**src/rtl/video_pkg.sv**
```systemverilog
// video_pkg: mode encodings, Bayer dither table and width helper shared by the depth converter
package video_pkg;

    typedef enum logic [1:0] {
        MODE_TRUNC  = 2'd0,
        MODE_ROUND  = 2'd1,
        MODE_DITHER = 2'd2,
        MODE_RSVD   = 2'd3
    } mode_e;

    // 2x2 ordered-dither thresholds indexed by {yp, xp}
    localparam logic [1:0] BAYER [4] = '{2'd0, 2'd2, 2'd3, 2'd1};

    function automatic int round_up8(int w);
        return (w + 7) / 8 * 8;
    endfunction

    function automatic logic [1:0] bayer(logic xp, logic yp);
        return BAYER[{yp, xp}];
    endfunction

endpackage

```
**src/rtl/axis_skid_buffer.sv**
```systemverilog
// axis_skid_buffer: two-entry AXI-Stream register slice (output register + skid register)
//   clk, rstn             clock, asynchronous active-low reset
//   s_data/s_valid/s_ready upstream beat; s_ready is registered and means "skid empty"
//   m_data/m_valid/m_ready downstream beat, held stable while stalled
module axis_skid_buffer #(
    parameter int DATA_W = 8
) (
    input  logic              clk,
    input  logic              rstn,
    input  logic [DATA_W-1:0] s_data,
    input  logic              s_valid,
    output logic              s_ready,
    output logic [DATA_W-1:0] m_data,
    output logic              m_valid,
    input  logic              m_ready
);

    logic [DATA_W-1:0] skid_data;
    logic              skid_valid;
    logic              accept;
    logic              load;

    assign accept = s_valid & s_ready;
    // output register can take a new beat when empty or draining this cycle
    assign load   = m_ready | ~m_valid;

    always_ff @(posedge clk or negedge rstn) begin
        if (!rstn) begin
            m_valid    <= 1'b0;
            m_data     <= '0;
            skid_valid <= 1'b0;
            skid_data  <= '0;
            s_ready    <= 1'b0;
        end else begin
            if (load) begin
                m_valid <= skid_valid | accept;
                if (skid_valid)
                    m_data <= skid_data;
                else if (accept)
                    m_data <= s_data;
            end
            skid_valid <= load ? 1'b0 : (skid_valid | accept);
            if (!load && accept)
                skid_data <= s_data;
            s_ready    <= load | ~(skid_valid | accept);
        end
    end

endmodule

```
**src/rtl/video_depth_convert.sv**
```systemverilog
// video_depth_convert: reduces per-component bit depth by truncation, rounding or 2x2 ordered dither
//   clk, rstn                     clock, asynchronous active-low reset
//   cfg_mode                      0 truncate, 1 round-half-up, 2 dither, 3 truncate; latched on tuser
//   s_axis_video_*                input pixels, CHANNELS x IN_BPC components
//   m_axis_video_*                output pixels, CHANNELS x OUT_BPC components, pad bits zero
module video_depth_convert
    import video_pkg::*;
#(
    parameter  int IN_BPC   = 10,
    parameter  int OUT_BPC  = 8,
    parameter  int CHANNELS = 3,
    localparam int S_W      = round_up8(CHANNELS * IN_BPC),
    localparam int M_W      = round_up8(CHANNELS * OUT_BPC)
) (
    input  logic           clk,
    input  logic           rstn,
    input  logic [1:0]     cfg_mode,
    input  logic [S_W-1:0] s_axis_video_tdata,
    input  logic           s_axis_video_tvalid,
    input  logic           s_axis_video_tuser,
    input  logic           s_axis_video_tlast,
    output logic           s_axis_video_tready,
    output logic [M_W-1:0] m_axis_video_tdata,
    output logic           m_axis_video_tvalid,
    output logic           m_axis_video_tuser,
    output logic           m_axis_video_tlast,
    input  logic           m_axis_video_tready
);

    localparam int D     = IN_BPC - OUT_BPC;
    localparam int SUM_W = IN_BPC + 1;

    logic             xp;
    logic             yp;
    mode_e            act_mode;
    mode_e            cur_mode;
    logic             accept;
    logic             xp_e;
    logic             yp_e;
    logic [D+1:0]     dith;
    logic [SUM_W-1:0] off;
    logic [M_W-1:0]   conv;
    logic [M_W+1:0]   out_beat;

    assign accept   = s_axis_video_tvalid & s_axis_video_tready;
    // a start-of-frame beat sits at the origin and picks up the new mode itself
    assign xp_e     = s_axis_video_tuser ? 1'b0 : xp;
    assign yp_e     = s_axis_video_tuser ? 1'b0 : yp;
    assign cur_mode = s_axis_video_tuser ? mode_e'(cfg_mode) : act_mode;
    // floor(B * 2^D / 4): place B above D zero bits, then drop two bits
    assign dith     = {bayer(xp_e, yp_e), {D{1'b0}}};
    assign off      = cur_mode == MODE_ROUND  ? SUM_W'(1) << (D - 1) :
                      cur_mode == MODE_DITHER ? SUM_W'(dith >> 2) : '0;

    for (genvar c = 0; c < CHANNELS; c++) begin : g_ch
        logic [SUM_W-1:0] sum;
        logic [SUM_W-1:0] shifted;
        assign sum     = {1'b0, s_axis_video_tdata[c*IN_BPC +: IN_BPC]} + off;
        assign shifted = sum >> D;
        assign conv[c*OUT_BPC +: OUT_BPC] = |shifted[SUM_W-1:OUT_BPC] ? {OUT_BPC{1'b1}} : shifted[OUT_BPC-1:0];
    end

    if (M_W > CHANNELS * OUT_BPC) begin : g_out_pad
        assign conv[M_W-1:CHANNELS*OUT_BPC] = '0;
    end

    if (S_W > CHANNELS * IN_BPC) begin : g_in_pad
        logic unused_pad;
        assign unused_pad = ^s_axis_video_tdata[S_W-1:CHANNELS*IN_BPC];
    end

    always_ff @(posedge clk or negedge rstn) begin
        if (!rstn) begin
            xp       <= 1'b0;
            yp       <= 1'b0;
            act_mode <= MODE_TRUNC;
        end else if (accept) begin
            xp       <= s_axis_video_tlast ? 1'b0 : ~xp_e;
            yp       <= s_axis_video_tlast ? ~yp_e : yp_e;
            act_mode <= cur_mode;
        end
    end

    axis_skid_buffer #(
        .DATA_W (M_W + 2)
    ) u_skid (
        .clk     (clk),
        .rstn    (rstn),
        .s_data  ({s_axis_video_tuser, s_axis_video_tlast, conv}),
        .s_valid (s_axis_video_tvalid),
        .s_ready (s_axis_video_tready),
        .m_data  (out_beat),
        .m_valid (m_axis_video_tvalid),
        .m_ready (m_axis_video_tready)
    );

    assign {m_axis_video_tuser, m_axis_video_tlast, m_axis_video_tdata} = out_beat;

endmodule

```
**config.mk**
```make
export PLATFORM = sky130hd
export DESIGN_NAME = video_depth_convert
export DESIGN_NICKNAME = d
export VERILOG_FILES = /design/src/rtl/video_pkg.sv /design/src/rtl/axis_skid_buffer.sv /design/src/rtl/video_depth_convert.sv
export SDC_FILE = /design/constraint.sdc
export NUM_CORES = 1
export LEC_CHECK = 0
export ABC_CLOCK_PERIOD_IN_PS = 2250
export CORE_MARGIN = 2
export CORE_UTILIZATION = 32
export CTS_BUF_LIST = sky130_fd_sc_hd__clkbuf_16
export CTS_CLUSTER_DIAMETER = 150
export DETAILED_ROUTE_END_ITERATION = 16
export PLACE_DENSITY = 0.56
export SYNTH_ARGS = -nofsm -noshare
export SYNTH_HDL_FRONTEND = slang
export SYNTH_SLANG_ARGS = --single-unit
```
**constraint.sdc**
```tcl
create_clock -name clk -period 2.25 [get_ports clk]
set_input_delay 0.3375 -clock clk [delete_from_list [all_inputs] [get_ports clk]]
set_output_delay 0.3375 -clock clk [all_outputs]
set_load 0.03 [all_outputs]
```
Word-level counts from Yosys, hierarchy flattened
Index checks and enable logic that the tools add are counted.
{"block": "classes", "n_lt_le_gt_ge": 1, "n_eq_ne": 2, "reduce_logical": 4, "mux": 16, "add_sub_neg": 3, "bitwise_logic": 9}
{"cell": "$mux 26", "n": 2}
{"cell": "$add 10x2->11", "n": 3}
{"cell": "$mux 8", "n": 3}
{"cell": "$mux 2", "n": 5}
{"cell": "$mux 1", "n": 5}
{"cell": "$bmux 2 s2", "n": 1}
{"cell": "$not 1->1", "n": 4}
{"cell": "$ge 3x3->1 const B", "n": 1}
{"cell": "$not 2->3", "n": 1}
{"cell": "$or 1x1->1", "n": 3}
{"cell": "$eq 2x1->1 const B", "n": 1}
{"cell": "$eq 2x2->1 const B", "n": 1}
{"cell": "$reduce_and 2->1", "n": 1}
{"cell": "$reduce_bool 2->1", "n": 1}
{"cell": "$and 1x1->1", "n": 1}
{"cell": "$logic_and 1x1->1", "n": 1}
{"cell": "$logic_not 1->1", "n": 1}
{"block": "totals", "inputBits": 40, "word_cells": 43, "register_bits": 59, "output_inout_bits": 28}

Longest topological paths before layout
Gate-level depths: netlist of run 1.
{"block": "logic_depth", "ltp_word": 11, "mapped_depth": 11}

Hierarchy
From an unflattened synthesis of run 1, not the netlist that was laid out.
{"block": "unflattened", "cells_unflattened": 263, "area_unflattened_um2": 3370.7}
{"module": "axis_skid_buffer", "instances": 1, "cells_each": 148, "seq_area_each_um2": 1376.3, "area_each_um2": 2476.1}
{"module": "video_depth_convert", "instances": 1, "cells_each": 115, "seq_area_each_um2": 100.1, "area_each_um2": 894.6}

Least setup slack after synthesis of run 1
No wires, ideal clock.
{"block": "synth_timing", "path_kind": "register to register", "start": "register yp", "end": "register u_skid.m_data[9]", "arrival_ns": 2.375, "synth_period_minus_slack_ns": 2.453, "setup_slack_ns": -0.203, "setup_time_ns": 0.077, "n_path_buf": 0, "required_time_ns": 2.173, "stages_incl_launch_ff": 11, "cell_sequence": "dfrtp_1 > xor2_1 > nand2_1 > mux2_2 > o22ai_1 > ha_1 > and3_2 > a22o_4 > and3_2 > or3_1 > a21oi_1"}
{"block": "synth_via", "elab_chain_len": 11}
{"element": "from (decl)", "line_no": "video_depth_convert.sv:34", "text": "logic yp;"}
{"element": "from (signal assigned)", "line_no": "video_depth_convert.sv:79", "text": "yp <= s_axis_video_tlast ? ~yp_e : yp_e;"}
{"element": "$mux 1", "line_no": "video_depth_convert.sv:48", "text": "assign yp_e = s_axis_video_tuser ? 1'b0 : yp;"}
{"element": "$not 2->3 (implied by the code)", "line_no": "video_pkg.sv:19", "text": "return BAYER[{yp, xp}];"}
{"element": "$bmux 2 s2", "line_no": "video_pkg.sv:19"}
{"element": "$mux 2 (implied by the code) (2 in series)", "line_no": "video_pkg.sv:19"}
{"element": "$mux 2", "line_no": "video_depth_convert.sv:53", "text": "cur_mode == MODE_DITHER ? SUM_W'(dith >> 2) : '0;"}
{"element": "$mux 2", "line_no": "video_depth_convert.sv:52", "text": "assign off = cur_mode == MODE_ROUND ? SUM_W'(1) << (D - 1) :"}
{"element": "$add 10x2->11", "line_no": "video_depth_convert.sv:58", "text": "assign sum = {1'b0, s_axis_video_tdata[c*IN_BPC +: IN_BPC]} + off;"}
{"element": "$mux 8", "line_no": "video_depth_convert.sv:60", "text": "assign conv[c*OUT_BPC +: OUT_BPC] = |shifted[SUM_W-1:OUT_BPC] ? {OUT_BPC{1'b1}} : shifted[OUT_BPC-1:0];"}
{"element": "$mux 26", "line_no": "axis_skid_buffer.sv:39", "text": "else if (accept)"}
{"element": "$mux 26", "line_no": "axis_skid_buffer.sv:37", "text": "if (skid_valid)"}
{"element": "to (signal assigned)", "line_no": "axis_skid_buffer.sv:38", "text": "m_data <= skid_data;"}
{"element": "to (signal assigned)", "line_no": "axis_skid_buffer.sv:40", "text": "m_data <= s_data;"}
{"element": "to (decl)", "line_no": "axis_skid_buffer.sv:13", "text": "output logic [DATA_W-1:0] m_data,"}
No other way between the ends. The select of a mux whose other input is x is not followed.
A chain may end at the register's enable or synchronous reset.

Worst setup path in the final report of run 1
Same ends and word-level chain as after synthesis.

==> results of run 1 <==
[power by group through the flow]
stage | Combinational, mW | Clock [mW] | Sequential [mW]
floorplan | 0.480 | 0 | 1.78
global placement | 1.33 | 0 | 1.53
detailed placement | 1.34 | 0 | 1.54
CTS | 1.45 | 1.30 | 1.53
global route | 1.60 | 1.36 | 1.57
finish | 1.47 | 1.29 | 1.52
[sequential cells by signal (all words and copies together) (netlist names)]
| register | cells |
|---|---|
| act_mode | 2 |
| u_skid.m_data | 26 |
| u_skid.m_valid | 1 |
| u_skid.s_ready | 1 |
| u_skid.skid_data | 26 |
| u_skid.skid_valid | 1 |
| xp | 1 |
| yp | 1 |
[area by class of cell]
cell class | count | area share [%]
multi-input cells | 247 | 38.5
flip-flops and latches | 59 | 32.1
repair buffers | 98 | 20.1
clock buffers | 9 | 4.90
well taps | 111 | 3.02
clock inverters | 6 | 1.12
inverters | 3 | 0.245
[Yosys cell counts, types with 2 or more instances]
master and count:
a21o_1 3, a31oi_1 6, nand3_1 9, or3_1 3, a22o_1 2, xor2_1 2, and3_1 18, nand4b_1 2
and3_2 3, mux2_2 3, clkbuf_1 15, a31o_2 3, nor2_1 17, a311oi_1 2, nand3b_1 7, a21oi_2 3
o22ai_1 7, nor2b_1 2, a21oi_1 31, buf_6 2, nand2_1 45, inv_1 3, nand4_1 3, o31ai_1 6
o21ai_0 45, mux2i_1 3, and4_1 2, ha_1 3, and2_1 2, dfrtp_1 59
[routing by layer]
layer,part of all wire (%),routed length (um)
met5,0,0
met4,1.7,152
met3,3.4,301
met2,48,4210
met1,47,4100
[cell families (layout without fill, tap and decap cells)]
family                     count (synthesis)  in the layout  share of synthesized area [%]
AOI/OAI and AO/OA                        116            117                           23.0
and+or+nand+nor                          118            118                           20.0
DFF                                       59             59                           49.0
xor gates and xnor gates                   3              3                          0.873
adders and majority gates                  3              3                           1.25
muxes                                      6              6                           2.12
buffers and inverters                     22            116                           3.74
[per-stage QoR]
| step | hold WS [ps] | power (mW) | std cells |
|---|---|---|---|
| finish | 468 | 4.29 | 533 |
| global route | 490 | 4.53 | 533 |
| CTS | 473 | 4.28 | 529 |
| detailed placement | 316 | 2.89 | 509 |
| global placement | 313 | 2.86 | 509 |
| floorplan | 41.9 | 2.26 | 327 |
[tightest hold or removal path, delay by kind of cell, from the launching register on]
kind	cells	cell delay [ps]
compound gates	1	60
flops	1	330
simple gates	1	40
[worst max-delay path by stage]
stage | slack, ps | to | depth (start not counted)
2_1_floorplan | -70 | u_skid.m_data[9] | 10
4_1_cts | -170 | u_skid.m_data[9] | 11
5_1_grt | -290 | u_skid.m_data[9] | 11
3_5_place_dp | -410 | u_skid.m_data[1] | 9
6_report | -190 | u_skid.m_data[9] | 11
3_3_place_gp | -340 | u_skid.m_data[1] | 9
[repair_timing]
item                                    4_1_cts  5_1_grt
gates cloned                                  1        0
endpoints found under the setup margin       46       47
hold endpoints to repair                     18        0
pin swaps                                    23       15
gates resized for setup                      58       20
buffers inserted                              3        5
hold buffers                                  1        0
==> impl_metrics.tcl, run 1 <==
set metrics [dict create \
    status "finished with violations" \
    violations "setup timing" \
    synthFlopType "dfrtp_1" \
    combPwrFrac_pct 34.4 \
    syn2layout_area_growth_pct 52.6 \
    ir_drop_mv 0.397 \
    grt_usage_pct 18.3 \
    synth_edf_count 0 \
    worstReg2RegStart "yp" \
    slowest_stage "dfrtp_1" \
    avgSynthCellArea_um2 9.21 \
    avgRoutedWirePerCell_um 16.5 \
    grt_pass1_wl_um 14200 \
    mostFrequentLayoutCells "clkdlybuf4s50_1, dfrtp_1, nand2_1, buf_4, a21oi_1" \
    cts_root_buf "clkbuf_16" \
    die_area_um2 10200 \
    period_needed_ps 2440 \
    clkPwrFrac_pct 30.1 \
    syn_area_um2 3010 \
    pin_count 68 \
    crit_family "simple AND/OR/NAND/NOR gates" \
    crit_top_cell "and3_4" \
    grt_pass1_vias 2695 \
    multi_input_area_um2 1770 \
    critPathBufInv 1 \
    setup_ws_ps -185 \
    drive_above_1_share_pct 24.9 \
    min_path_cells 2 \
    hold_end "u_skid.skid_data[0]" \
    max-cap-violations 0 \
    final-hold-violation-count 0 \
    crit_arrival_ps 2690 \
    crit_path_end_kind "register" \
    drt-pass1-iter-count 4 \
    h-tree-depth 3 \
    start_kind "register" \
    antenna_cells 0 \
    synth.distinct_cells 46 \
    ff_latch_area_um2 1480 \
    place_hpwl_um 5970 \
    synth_top_area_cell "dfrtp_1" \
    timing.final.crit_share_pct 108 \
    reg2reg_depth 11 \
    finish.instance_area_um2 4590 \
    reg2reg_to "u_skid.m_data[9]" \
    synth_warnings 0 \
    yosysTopAreaCellShare_pct 49.0 \
    grt_max_degree 45 \
    syn_inst 327 \
    reg2reg_slack_ps -190 \
    leakagePower_nw 1.98 \
    met3_usage_pct 3.54 \
    slowest_delay_ps 390 \
    synthArstFlopShare_pct 100 \
    dpl_worst_slack_ps -408 \
    clock_sinks 59 \
    viasPerCell 5.23 \
    rsz0062_at_grt "true" \
    p_int_mw 2.86 \
    min_path_type "register to register" \
    place_area_um2 3920 \
    min_from "u_skid.skid_data[0]" \
    cts_tree "done" \
    yosysSeqAreaShare_pct 49.0 \
    crit_fanout 6 \
    clock_latency_ps 330 \
    max_clock_freq_mhz 411 \
    clk_path_buf_depth 2 \
    critPathKind "register to register" \
    setup_viol 42 \
    met1_usage_pct 24.6 \
    drtIter0Drc 107 \
    switchingPower_mw 1.43 \
    fill_cells 873 \
    start_util_pct 32.7 \
    fin_skew_ps 6.81 \
    drcViolationCount 0 \
    crit_path_start "yp" \
    path_clk_slew_ps 50 \
    final_util_pct 50.0 \
    layout_commonest_cell "clkdlybuf4s50_1" \
    met2_usage_pct 29.0 \
    routed_wl_um 8770 \
    die_w_um 101 \
    fp.dieH_um 101 \
    powerDensity_nw_per_um2 933 \
    ys_top_cells_by_area "dfrtp_1, o21ai_0, nand2_1" \
    vias 2790 \
    slew_violations 0 \
    fp.coreArea_um2 9200 \
    routabilityCongestion 0.834 \
    synth_seq_cells 59 \
    critPathRequiredTime_ps 2500 \
    numPortBuffers 65 \
    worstPathCellList "xor2_1 > nand2_1 > mux2_4 > o22ai_4 > buf_12 > ha_4 > and3_4 > a22o_4 > and3_4 > or3_1 > a21oi_1" \
    tns_ps -3580 \
    antenna_found_initial 0 \
    power_frac_seq_pct 35.5 \
    syn_nets 370 \
    nNetsFinal 461 \
    ant_nets 0 \
    switching_share_pct 33.4 \
    numCtsBuffers 9 \
    rows 35 \
    relSlewSlack_pct 56.4 \
    worst_slew_pin_slew_ps 654 \
    busiest_layer "met2" \
    overflow 0 \
]
No activity file was read; power rests on OpenSTA's default activity.
==> inputs of run 2 (changes only) <==
DONT_BUFFER_PORTS = 1   (was unset)
PLACE_DENSITY = 0.46   (was 0.56)
SKIP_CTS_REPAIR_TIMING = 1   (was unset)
==> impl_metrics.tcl, run 2 (synthesis results as in run 1) <==
set metrics [dict create \
    critPathRequiredTime_ps 2500 \
    grt_max_degree 60 \
    switchingPower_mw 1.36 \
    top_regs "u_skid.m_data (26), u_skid.skid_data (26), act_mode (2)" \
    viasPerCell 5.61 \
    mostFrequentLayoutCells "dfrtp_1, nand2_1, a21oi_1, o21ai_0, o21ai_1" \
    pin_count 68 \
    ir_drop_mv 0.410 \
    cts_root_buf "clkbuf_16" \
    slowest_stage "dfrtp_1" \
    crit_top_cell "and3_4" \
    p_int_mw 2.66 \
    fp.coreArea_um2 9200 \
    place_hpwl_um 5590 \
    min_from "s_axis_video_tlast" \
    crit_fanout 6 \
    avgRoutedWirePerCell_um 18.6 \
    final_util_pct 42.8 \
    relSlewSlack_pct 53.5 \
    status "finished with violations" \
    switching_share_pct 33.8 \
    powerDensity_nw_per_um2 1020 \
    drive_above_1_share_pct 27.3 \
    p_total_mw 4.02 \
    slowest_delay_ps 400 \
    clock_latency_ps 330 \
    numPortBuffers 0 \
    slew_violations 0 \
    worst_slew_pin_slew_ps 698 \
    hold_slack_ps 107 \
    min_path_type "primary input to register" \
    syn2layout_area_growth_pct 30.7 \
    drtIter0Drc 94 \
    overflow 0 \
    leakagePower_nw 1.69 \
    post-place-cells 437 \
    grt_usage_pct 16.6 \
    grt_pass1_vias 2457 \
    setup_viol 39 \
    ant_nets 0 \
    crit_family "simple AND/OR/NAND/NOR gates" \
    finish.instance_area_um2 3940 \
    crit_path_end_kind "register" \
    antenna_found_initial 0 \
    place_area_um2 3220 \
    routed_wl_um 8540 \
    max_clock_freq_mhz 404 \
    worstPathCellList "xor2_1 > nand2_1 > mux2_4 > o22ai_4 > buf_6 > ha_4 > and3_4 > a22o_4 > and3_4 > or3_1 > a21oi_1" \
    power_frac_seq_pct 45.2 \
    drcViolationCount 0 \
    antenna_cells 0 \
    drt-pass1-iter-count 4 \
    layout_commonest_cell "dfrtp_1" \
    fill_cells 913 \
    numCtsBuffers 9 \
    die_area_um2 10200 \
    start_util_pct 32.7 \
    start_kind "register" \
    period_needed_ps 2480 \
    timing.final.crit_share_pct 110 \
    clkPwrFrac_pct 35.6 \
    combPwrFrac_pct 19.2 \
    path_clk_slew_ps 50 \
    h-tree-depth 3 \
    nNetsFinal 386 \
    critPathBufInv 1 \
    clk_path_buf_depth 2 \
    final-hold-violation-count 0 \
    routabilityCongestion 0.796 \
    rows 35 \
    setup_ws_ps -225 \
    grt_pass1_wl_um 12800 \
    max-cap-violations 0 \
    crit_arrival_ps 2720 \
    instances_no_fill 459 \
    fp.dieH_um 101 \
    fin_skew_ps 6.75 \
    dpl_worst_slack_ps -335 \
    worstReg2RegStart "xp" \
    crit_path_start "xp" \
    vias 2574 \
    clock_sinks 59 \
    tns_ps -4130 \
    cts_tree "done" \
    violations "setup timing" \
    critPathKind "register to register" \
    rsz0062_at_grt "true" \
    die_w_um 101 \
]
[run 2: worst reg2reg max path, cell delays in order (launching register included)]
cell     delay (ps)
dfrtp_1         400
xor2_1          170
nand2_1          70
mux2_4          280
o22ai_4         180
buf_6           150
ha_4            200
and3_4          140
a22o_4          240
and3_4          150
or3_1           300
a21oi_1         120
[run 2: power groups by stage]
stage	Combinational [mW]	Sequential (mW)	Clock, mW
after CTS	0.639	1.82	1.45
after global routing	0.877	1.85	1.52
after detailed placement	0.636	1.84	0
after floorplan	0.480	1.78	0
after global placement	0.619	1.83	0
final	0.773	1.82	1.43
[run 2: worst paths after layout]
check	endpoint	slack [ps]	depth (start not counted)
max	u_skid.m_data[9]	-230	11
min	xp	110	1
max reg2reg	u_skid.m_data[9]	-230	11
min reg2reg	u_skid.skid_data[13]	470	2
max in group asynchronous	u_skid.m_data[2]	1450	2
min in group asynchronous	u_skid.m_data[21]	540	2
[run 2: final cells by class]
type | instances | area (um2) | share of cell area [%]
timing repair buffer | 23 | 210 | 5.34
clock inverter | 7 | 85.1 | 2.16
inverter | 3 | 11.3 | 0.286
clock buffer | 9 | 225 | 5.72
tap | 111 | 139 | 3.53
sequential | 59 | 1480 | 37.5
multi-input combinational | 247 | 1790 | 45.4
[run 2: per-layer routing]
layer	up-vias	GRT usage, %	routed length (um)
li1	1232	-	-
met1	1265	21.8	3700
met2	67	26.2	4220
met3	10	4.09	489
met4	0	6.86	132
met5	-	0	0
